<file path="src/rtl/mem_wb_stage.sv">
// MEM stage: resolves branches, runs load/store accesses over a req/ack data-memory
// handshake (stalling upstream while outstanding) and drives the MEM/WB register.
module mem_wb_stage #(
    parameter int TIMEOUT = 16,
    parameter int AW      = 64
) (
    input  logic          clk,
    input  logic          reset,
    input  logic [63:0]   PCSum2,
    input  logic [63:0]   ALUResult2,
    input  logic [63:0]   ReadData2out,
    input  logic          Branch2,
    input  logic          MemRead2,
    input  logic          MemtoReg2,
    input  logic          MemWrite2,
    input  logic          RegWrite2,
    input  logic          Zero2,
    input  logic [4:0]    Rd2,
    output logic          dmem_req,
    output logic          dmem_we,
    output logic [AW-1:0] dmem_addr,
    output logic [63:0]   dmem_wdata,
    input  logic          dmem_ack,
    input  logic [63:0]   dmem_rdata,
    output logic          stall_mem,
    output logic          pc_src,
    output logic [63:0]   branch_target,
    output logic          flush_EXMEM,
    output logic          RegWrite_wb,
    output logic          MemtoReg_wb,
    output logic [63:0]   ALUResult_wb,
    output logic [63:0]   ReadData_wb,
    output logic [4:0]    Rd_wb,
    output logic          mem_fault
);
    localparam int CW = $clog2(TIMEOUT) + 1;
    // Timeout fires in the wait cycle whose increment would bring the counter to TIMEOUT-1.
    localparam logic [CW-1:0] CNT_LAST = CW'(TIMEOUT - 2);

    typedef enum logic {S_IDLE = 1'b0, S_WAIT = 1'b1} state_t;

    state_t        state_q, state_d;
    logic [CW-1:0] cnt_q, cnt_d;
    logic          fault_q, fault_d;

    logic          mem_op, misaligned, req, timeout_hit, misalign_hit, bubble, load_ack;

    logic          rw_q, rw_d, m2r_q, m2r_d;
    logic [63:0]   alu_q, alu_d, rdata_q, rdata_d;
    logic [4:0]    rd_q, rd_d;

    assign mem_op     = MemRead2 | MemWrite2;
    assign misaligned = mem_op & (ALUResult2[2:0] != 3'b000);

    always_ff @(posedge clk or posedge reset) begin
        if (reset) begin
            state_q <= S_IDLE;
            cnt_q   <= '0;
            fault_q <= 1'b0;
        end else begin
            state_q <= state_d;
            cnt_q   <= cnt_d;
            fault_q <= fault_d;
        end
    end

    always_comb begin
        state_d = state_q;
        cnt_d   = cnt_q;
        case (state_q)
            S_IDLE: begin
                if (mem_op && !misaligned && !dmem_ack) begin
                    state_d = S_WAIT;
                    cnt_d   = '0;
                end
            end
            S_WAIT: begin
                if (dmem_ack || timeout_hit) begin
                    state_d = S_IDLE;
                    cnt_d   = '0;
                end else begin
                    cnt_d = cnt_q + 1'b1;
                end
            end
            default: begin
                state_d = S_IDLE;
                cnt_d   = '0;
            end
        endcase
    end

    always_comb begin
        req         = 1'b0;
        timeout_hit = 1'b0;
        case (state_q)
            S_IDLE:  req = mem_op & ~misaligned;
            S_WAIT: begin
                req         = 1'b1;
                timeout_hit = ~dmem_ack & (cnt_q == CNT_LAST);
            end
            default: req = 1'b0;
        endcase
        req = req & ~reset;
    end

    assign misalign_hit = (state_q == S_IDLE) & misaligned & ~reset;
    assign stall_mem    = req & ~dmem_ack & ~timeout_hit;
    assign bubble       = stall_mem | timeout_hit | misalign_hit;
    assign load_ack     = req & dmem_ack & MemRead2 & ~MemWrite2;
    assign fault_d      = fault_q | timeout_hit | misalign_hit;

    assign dmem_req      = req;
    assign dmem_we       = req & MemWrite2;
    assign dmem_addr     = ALUResult2[AW-1:0];
    assign dmem_wdata    = ReadData2out;
    assign pc_src        = Branch2 & Zero2 & ~stall_mem;
    assign flush_EXMEM   = pc_src;
    assign branch_target = PCSum2;
    assign mem_fault     = fault_q;

    always_comb begin
        rw_d    = 1'b0;
        m2r_d   = 1'b0;
        alu_d   = '0;
        rd_d    = '0;
        rdata_d = '0;
        if (!bubble) begin
            rw_d    = RegWrite2 & (Rd2 != 5'd0);
            m2r_d   = MemtoReg2;
            alu_d   = ALUResult2;
            rd_d    = Rd2;
            rdata_d = load_ack ? dmem_rdata : 64'd0;
        end
    end

    always_ff @(posedge clk or posedge reset) begin
        if (reset) begin
            rw_q    <= 1'b0;
            m2r_q   <= 1'b0;
            alu_q   <= '0;
            rd_q    <= '0;
            rdata_q <= '0;
        end else begin
            rw_q    <= rw_d;
            m2r_q   <= m2r_d;
            alu_q   <= alu_d;
            rd_q    <= rd_d;
            rdata_q <= rdata_d;
        end
    end

    assign RegWrite_wb  = rw_q;
    assign MemtoReg_wb  = m2r_q;
    assign ALUResult_wb = alu_q;
    assign ReadData_wb  = rdata_q;
    assign Rd_wb        = rd_q;
endmodule
</file>
<file path="config.mk">
export PLATFORM = sky130hd
export DESIGN_NAME = mem_wb_stage
export DESIGN_NICKNAME = d
export VERILOG_FILES = /design/src/rtl/mem_wb_stage.sv
export SDC_FILE = /design/constraint.sdc
export NUM_CORES = 1
export LEC_CHECK = 0
export BUFFER_PORTS_ARGS = -buffer_cell sky130_fd_sc_hd__buf_2
export CELL_PAD_IN_SITES_DETAIL_PLACEMENT = 1
export CELL_PAD_IN_SITES_GLOBAL_PLACEMENT = 1
export CORE_AREA = 2 2 236 238
export CTS_CLUSTER_DIAMETER = 200
export DETAILED_ROUTE_END_ITERATION = 8
export DIE_AREA = 0 0 238 240
export GPL_ROUTABILITY_DRIVEN = 1
export PLACE_DENSITY = 0.45
export RECOVER_POWER = 100
export REMOVE_ABC_BUFFERS = 1
export SETUP_SLACK_MARGIN = 0.02
export SLEW_MARGIN = 20
export SYNTH_ARGS = -nofsm -noshare
export SYNTH_HDL_FRONTEND = slang
export SYNTH_SLANG_ARGS = --single-unit
</file>
<file path="constraint.sdc">
create_clock -name clk -period 8.8 [get_ports clk]
set_input_delay 0.44 -clock clk [delete_from_list [all_inputs] [get_ports clk]]
set_output_delay 0.44 -clock clk [all_outputs]
set_load 0.01 [all_outputs]
</file>
==> flow_metrics.env, run 1 <==
export IMPL_status="finished with violations"
export IMPL_violations="max-capacitance violations, max-slew violations"
export IMPL_synthToLayoutAreaGrowth_pct=22.3
export IMPL_critical_path_class="register to register"
export IMPL_wl_per_cell_um=30.8
export IMPL_final_common_cell="clkbuf_1"
export IMPL_cp_end_kind="register"
export IMPL_drt_total_wl_mm=43.6
export IMPL_route_detailed_drc=0
export IMPL_track_usage_pct=15.0
export IMPL_rows=86
export IMPL_arrival_ns=4.09
export IMPL_fin_util_pct=14.3
export IMPL_dpl_hpwl_mm=34.8
export IMPL_dieHeight_um=240
export IMPL_drt_iter0_drc=173
export IMPL_place_congestion=0.706
export IMPL_setup_tns_ns=0
export IMPL_yosysWarnings=0
export IMPL_clk_pin_slew_ns=0.07
export IMPL_hold_class="input port to register"
export IMPL_htreeDepth=4
export IMPL_grt_antenna_before_repair=12
export IMPL_cts_num_sinks=142
export IMPL_slew_violations=214
export IMPL_detail_route_antenna_nets=0
export IMPL_die_width_um=238
export IMPL_fin_nets=963
export IMPL_finalWorstSetupSlack_ns=4.90
export IMPL_synth_distinct_cells=38
export IMPL_rsz0062_at_grt="no"
export IMPL_postSynthCellCount=536
export IMPL_synthSimpleGateAreaFrac_pct=16.6
export IMPL_yosys_area_share_adder_pct=0.393
export IMPL_async_reset_ff_share_pct=100
export IMPL_via_per_inst=3.38
export IMPL_required_ns=8.99
export IMPL_port_buffers=346
export IMPL_synth_edff_count=0
export IMPL_grt_pass1_wl_mm=53.5
export IMPL_tightest_slew_ns=3.62
export IMPL_nFillCells=6479
export IMPL_insertion_delay_ns=0.47
export IMPL_ctsRootBufferMaster="clkbuf_16"
export IMPL_fp_coreArea_um2=54700
export IMPL_final_cell_mix="clkbuf_1 (207), dfrtp_1 (142), buf_2 (142)"
export IMPL_ys_seq_elements=142
export IMPL_syn_cell_area_um2=6370
export IMPL_place_ws_ns=6.54
export IMPL_vias=4772
export IMPL_grt_max_degree=79
export IMPL_cts_hold_buffers=0
export IMPL_ir_worst_vdd_uv=140
export IMPL_post_cts_buffers=0
export IMPL_cap_violations=3
export IMPL_cp_start_kind="register"
export IMPL_ios=603
export IMPL_ys_seq_area_share_pct=55.8
export IMPL_report_final_setup_viol=0
export IMPL_grt_ovfl_total=0
export IMPL_holdWs_ns=0.167
export IMPL_leakagePower_nw=3.36
export IMPL_cts_resized=0
export IMPL_synthMuxAreaShare_pct=0
export IMPL_crit_path_max_fanout=69
export IMPL_fmax_ghz=0.256
export IMPL_max_slew_margin_pct=-143
export IMPL_skew_ns=0.0156
export IMPL_synth_avg_cell_area_um2=11.9
export IMPL_die_area_um2=57100
export IMPL_drive_above_1_share_pct=25.4
export IMPL_start_util_pct=11.7
export IMPL_cts_tree="built"
export IMPL_hold_violations=0
export IMPL_synth_compound_area_share_pct=2.22
export IMPL_power_density_nw_per_um2=204
export IMPL_period_share_pct=44.4
export IMPL_synth_xor_area_share_pct=0.275
export IMPL_ys_flop_type="dfrtp_1"
export IMPL_first_global_vias=4831
export IMPL_post_route_min_period_ns=3.90
export IMPL_drt_first_pass_iters=4
export IMPL_cts_buffer_depth=2
export IMPL_numCtsBuffers=17
export IMPL_synth_top_family_by_area="buffers and inverters"
sequential cells by signal, summed over array words and instances (netlist names):
register / cells
RegWrite_wb: 1
MemtoReg_wb: 1
ReadData_wb: 64
cnt_q: 5
ALUResult_wb: 64
Rd_wb: 5
state_q: 1
mem_fault: 1
logic make-up after synthesis:
family | after synthesis
and+or+nand+nor | 155
buffers and inverters | 217
xor gates and xnor gates | 2
adders and majority gates | 2
DFF | 142
AOI/OAI and AO/OA | 18
layout make-up:
| class | count | area (um2) | share of cell area [%] |
|---|---|---|---|
| Antenna cell | 5 | 12.5 | 0.160 |
| Clock buffer | 20 | 457 | 5.86 |
| Clock inverter | 12 | 135 | 1.73 |
| Inverter | 3 | 12.5 | 0.160 |
| Multi-Input combinational cell | 177 | 1250 | 16.0 |
| Sequential cell | 142 | 3550 | 45.6 |
| Tap cell | 704 | 881 | 11.3 |
| Timing Repair Buffer | 350 | 1500 | 19.2 |
report_power, final:
| part | leakage [nW] | internal, mW | switching, mW |
|---|---|---|---|
| clock network | 0.291 | 0.433 | 0.310 |
| logic | 1.19 | 0.0567 | 0.0971 |
| registers | 1.87 | 0.681 | 0.0103 |
| total | 3.36 | 1.17 | 0.417 |
worst paths after layout:
check / cells after the start / endpoint / startpoint / slack (ns)
max: 6 / ALUResult_wb[24]$_DFF_PP0_ / cnt_q[0]$_DFFE_PP0P_ / 4.90
min: 2 / ReadData_wb[18]$_DFF_PP0_ / dmem_rdata[18] / 0.17
max reg2reg: 6 / ALUResult_wb[24]$_DFF_PP0_ / cnt_q[0]$_DFFE_PP0P_ / 4.90
min reg2reg: 1 / mem_fault$_DFF_PP0_ / mem_fault$_DFF_PP0_ / 0.49
max in group asynchronous: 3 / ReadData_wb[58]$_DFF_PP0_ / reset / 5.49
min in group asynchronous: 2 / mem_fault$_DFF_PP0_ / reset / 1.14
through the flow:
step	instance area [um2]	std cells	power (mW)
CTS	8060	1408	1.64
floorplan	4810	322	0.758
detailed placement	7470	1376	0.872
global placement	7470	1376	0.870
global route	7790	1410	1.66
finish	7800	1413	1.59
worst max-delay path, stage by stage, from the launching register on:
cell	delay [ns]
dfrtp_1	0.40
inv_1	0.10
ha_1	0.17
nand4b_1	0.24
nor3_4	0.18
clkbuf_1	2.23
nor3b_1	0.24
synth_stat cells (2+ instances only):
library cell  instances  area (um2)
ha_1                  2        25.0
buf_2                 6        30.0
nor3b_1              67         503
buf_4               197        1480
o2bb2ai_1             3        26.3
clkbuf_1              4        15.0
o21ai_0               2        10.0
and2_1               69         432
inv_1                 2        7.51
nor3_1                4        20.0
a21oi_1               3        15.0
xor2_1                2        17.5
nand2_1               2        7.51
nand3_1               3        15.0
dfrtp_1             142        3550
clkbuf_2              6        30.0
per-layer routing:
metal	share of wire [%]	global-route usage, %	wire length [um]
met1	34	14.0	14900
met2	38	19.3	16400
met3	25	18.9	11000
met4	1.3	3.47	576
met5	1.5	8.92	675
Note: power is estimated with default switching activity, not from simulation.
==> inputs of run 2 (changes only) <==
- CORE_AREA: 2 2 236 238 -> 2 2 231 233
- DIE_AREA: 0 0 238 240 -> 0 0 233 235
- PLACE_DENSITY: 0.45 -> 0.47
- clock period: 8.8 -> 3.6 ns (I/O delays scaled with it)
==> run 2 against run 1 <==
  * Core utilization up 3.3 points
  * Combinational power rose to 3.2 times the previous value
  * Total power rose to 2.5 times the previous value
  * Largest cell class unchanged
  * The flow still finishes with violations (max-capacitance violations, max-slew violations)
  * Via count up 9.7%
  * Maximum frequency up 43%
==> flow_metrics.env, run 2 (synthesis results as in run 1) <==
export IMPL_dpl_hpwl_mm=35.6
export IMPL_required_ns=3.87
export IMPL_drt_total_wl_mm=45.4
export IMPL_drt_iter0_drc=179
export IMPL_dieHeight_um=235
export IMPL_tightest_slew_ns=1.81
export IMPL_synthToLayoutAreaGrowth_pct=43.5
export IMPL_skew_ns=0.0152
export IMPL_wl_per_cell_um=29.6
export IMPL_cts_hold_buffers=136
export IMPL_arrival_ns=3.01
export IMPL_start_util_pct=12.2
export IMPL_hold_violations=0
export IMPL_cap_violations=2
export IMPL_status="finished with violations"
export IMPL_drt_first_pass_iters=4
export IMPL_detail_route_antenna_nets=0
export IMPL_ctsRootBufferMaster="clkbuf_16"
export IMPL_final_cell_mix="clkbuf_1 (205), dfrtp_1 (142), buf_2 (141)"
export IMPL_fp_coreArea_um2=52200
export IMPL_fmax_ghz=0.365
export IMPL_track_usage_pct=16.5
export IMPL_power_density_nw_per_um2=437
export IMPL_cp_end_kind="register"
export IMPL_p_seq_share_pct=42.3
export IMPL_numCtsBuffers=17
export IMPL_setup_tns_ns=0
export IMPL_cp_slowest_cell="clkbuf_2"
export IMPL_crit_path_max_fanout=69
export IMPL_p_comb_share_pct=12.4
export IMPL_p_int_mw=2.94
export IMPL_report_final_setup_viol=0
export IMPL_ir_worst_vdd_uv=291
export IMPL_total_power_mw=3.99
export IMPL_rr_endpoint="RegWrite_wb$_DFF_PP0_"
export IMPL_switching_share_pct=26.5
export IMPL_post_cts_buffers=0
export IMPL_leakagePower_nw=3.95
export IMPL_path_cells="inv_1, ha_1, nand4b_1, nor3_4, clkbuf_2, nor3_1"
export IMPL_vias=5233
export IMPL_cts_resized=0
export IMPL_grt_max_degree=78
export IMPL_p_sw_mw=1.06
export IMPL_cts_num_sinks=142
export IMPL_ios=603
export IMPL_htreeDepth=4
export IMPL_violations="max-capacitance violations, max-slew violations"
export IMPL_via_per_inst=3.41
export IMPL_die_width_um=233
export IMPL_grt_antenna_before_repair=7
export IMPL_final_common_cell="clkbuf_1"
export IMPL_grt_ovfl_total=0
export IMPL_max_slew_margin_pct=-21.0
export IMPL_r2r_start="cnt_q[0]$_DFFE_PP0P_"
export IMPL_clk_pin_slew_ns=0.07
export IMPL_place_congestion=0.700
export IMPL_port_buffers=346
export IMPL_fin_util_pct=17.5
export IMPL_reg2reg_depth=6
export IMPL_period_share_pct=76.1
export IMPL_rows=84
export IMPL_r2r_setup_slack_ns=0.86
export IMPL_drive_above_1_share_pct=21.7
export IMPL_cts_buffer_depth=2
export IMPL_cp_start_kind="register"
export IMPL_crit_path_end="RegWrite_wb$_DFF_PP0_"
export IMPL_critical_path_class="register to register"
export IMPL_max_stage_delay_ns=1.16
export IMPL_clkPwrFrac_pct=45.3
export IMPL_route_detailed_drc=0
export IMPL_post_route_min_period_ns=2.74
export IMPL_grt_pass1_wl_mm=57.2
export IMPL_insertion_delay_ns=0.48
export IMPL_cts_tree="built"
export IMPL_holdWs_ns=0.0779
export IMPL_slew_violations=148
export IMPL_die_area_um2=54800
export IMPL_fin_nets=1101
export IMPL_critPathLaunch="cnt_q[0]$_DFFE_PP0P_"
export IMPL_hold_class="input port to register"
export IMPL_first_global_vias=5677
export IMPL_rsz0062_at_grt="no"
==> run 2: critical path, delay by kind of cell, from the launching register on <==
kind,cells,cell delay (ns)
fa+ha+maj,1,0.17
flops,1,0.39
simple gates,3,0.64
buf+inv,2,1.27
==> run 2: worst min path at each step <==
stage	depth (start not counted)	to	startpoint
2_1_floorplan	1	state_q$_DFF_PP0_	dmem_ack
5_1_grt	2	state_q$_DFF_PP0_	dmem_ack
4_1_cts	2	state_q$_DFF_PP0_	dmem_ack
3_3_place_gp	0	branch_target[55]	PCSum2[55]
6_report	2	state_q$_DFF_PP0_	dmem_ack
3_5_place_dp	0	branch_target[55]	PCSum2[55]
==> run 2: layer usage <==
layer	GRT usage (%)	part of all wire [%]	wire length, um
met5	10.8	1.7	761
met4	5.04	2.4	1080
met3	20.0	25	11200
met2	22.9	40	18100
met1	13.9	31	14200
==> run 2: final cells by class <==
type	count	area, um2
antenna	4	10.0
clock buffer	19	443
clock inverter	13	140
fill	6141	43100
inverter	3	15.0
multi-input combinational	177	1250
sequential	142	3550
tap	688	861
timing repair buffer	488	2870
==> run 2: power groups by stage <==
| stage | logic [mW] | clock network (mW) | registers, mW |
|---|---|---|---|
| final | 0.495 | 1.81 | 1.69 |
| after global routing | 0.546 | 1.97 | 1.70 |
| after CTS | 0.532 | 1.91 | 1.69 |
| after detailed placement | 0.414 | 0 | 1.72 |
| after global placement | 0.412 | 0 | 1.72 |
| after floorplan | 0.104 | 0 | 1.75 |
==> run 2: stage by stage <==
stage / setup WS [ns] / cells / cell area (um2)
3_3_place_gp: 1.77 / 1362 / 7480
4_1_cts: 1.25 / 1530 / 9420
3_5_place_dp: 1.76 / 1362 / 7480
6_report: 0.862 / 1534 / 9150
2_1_floorplan: -0.390 / 322 / 4810
5_1_grt: 0.662 / 1534 / 9150
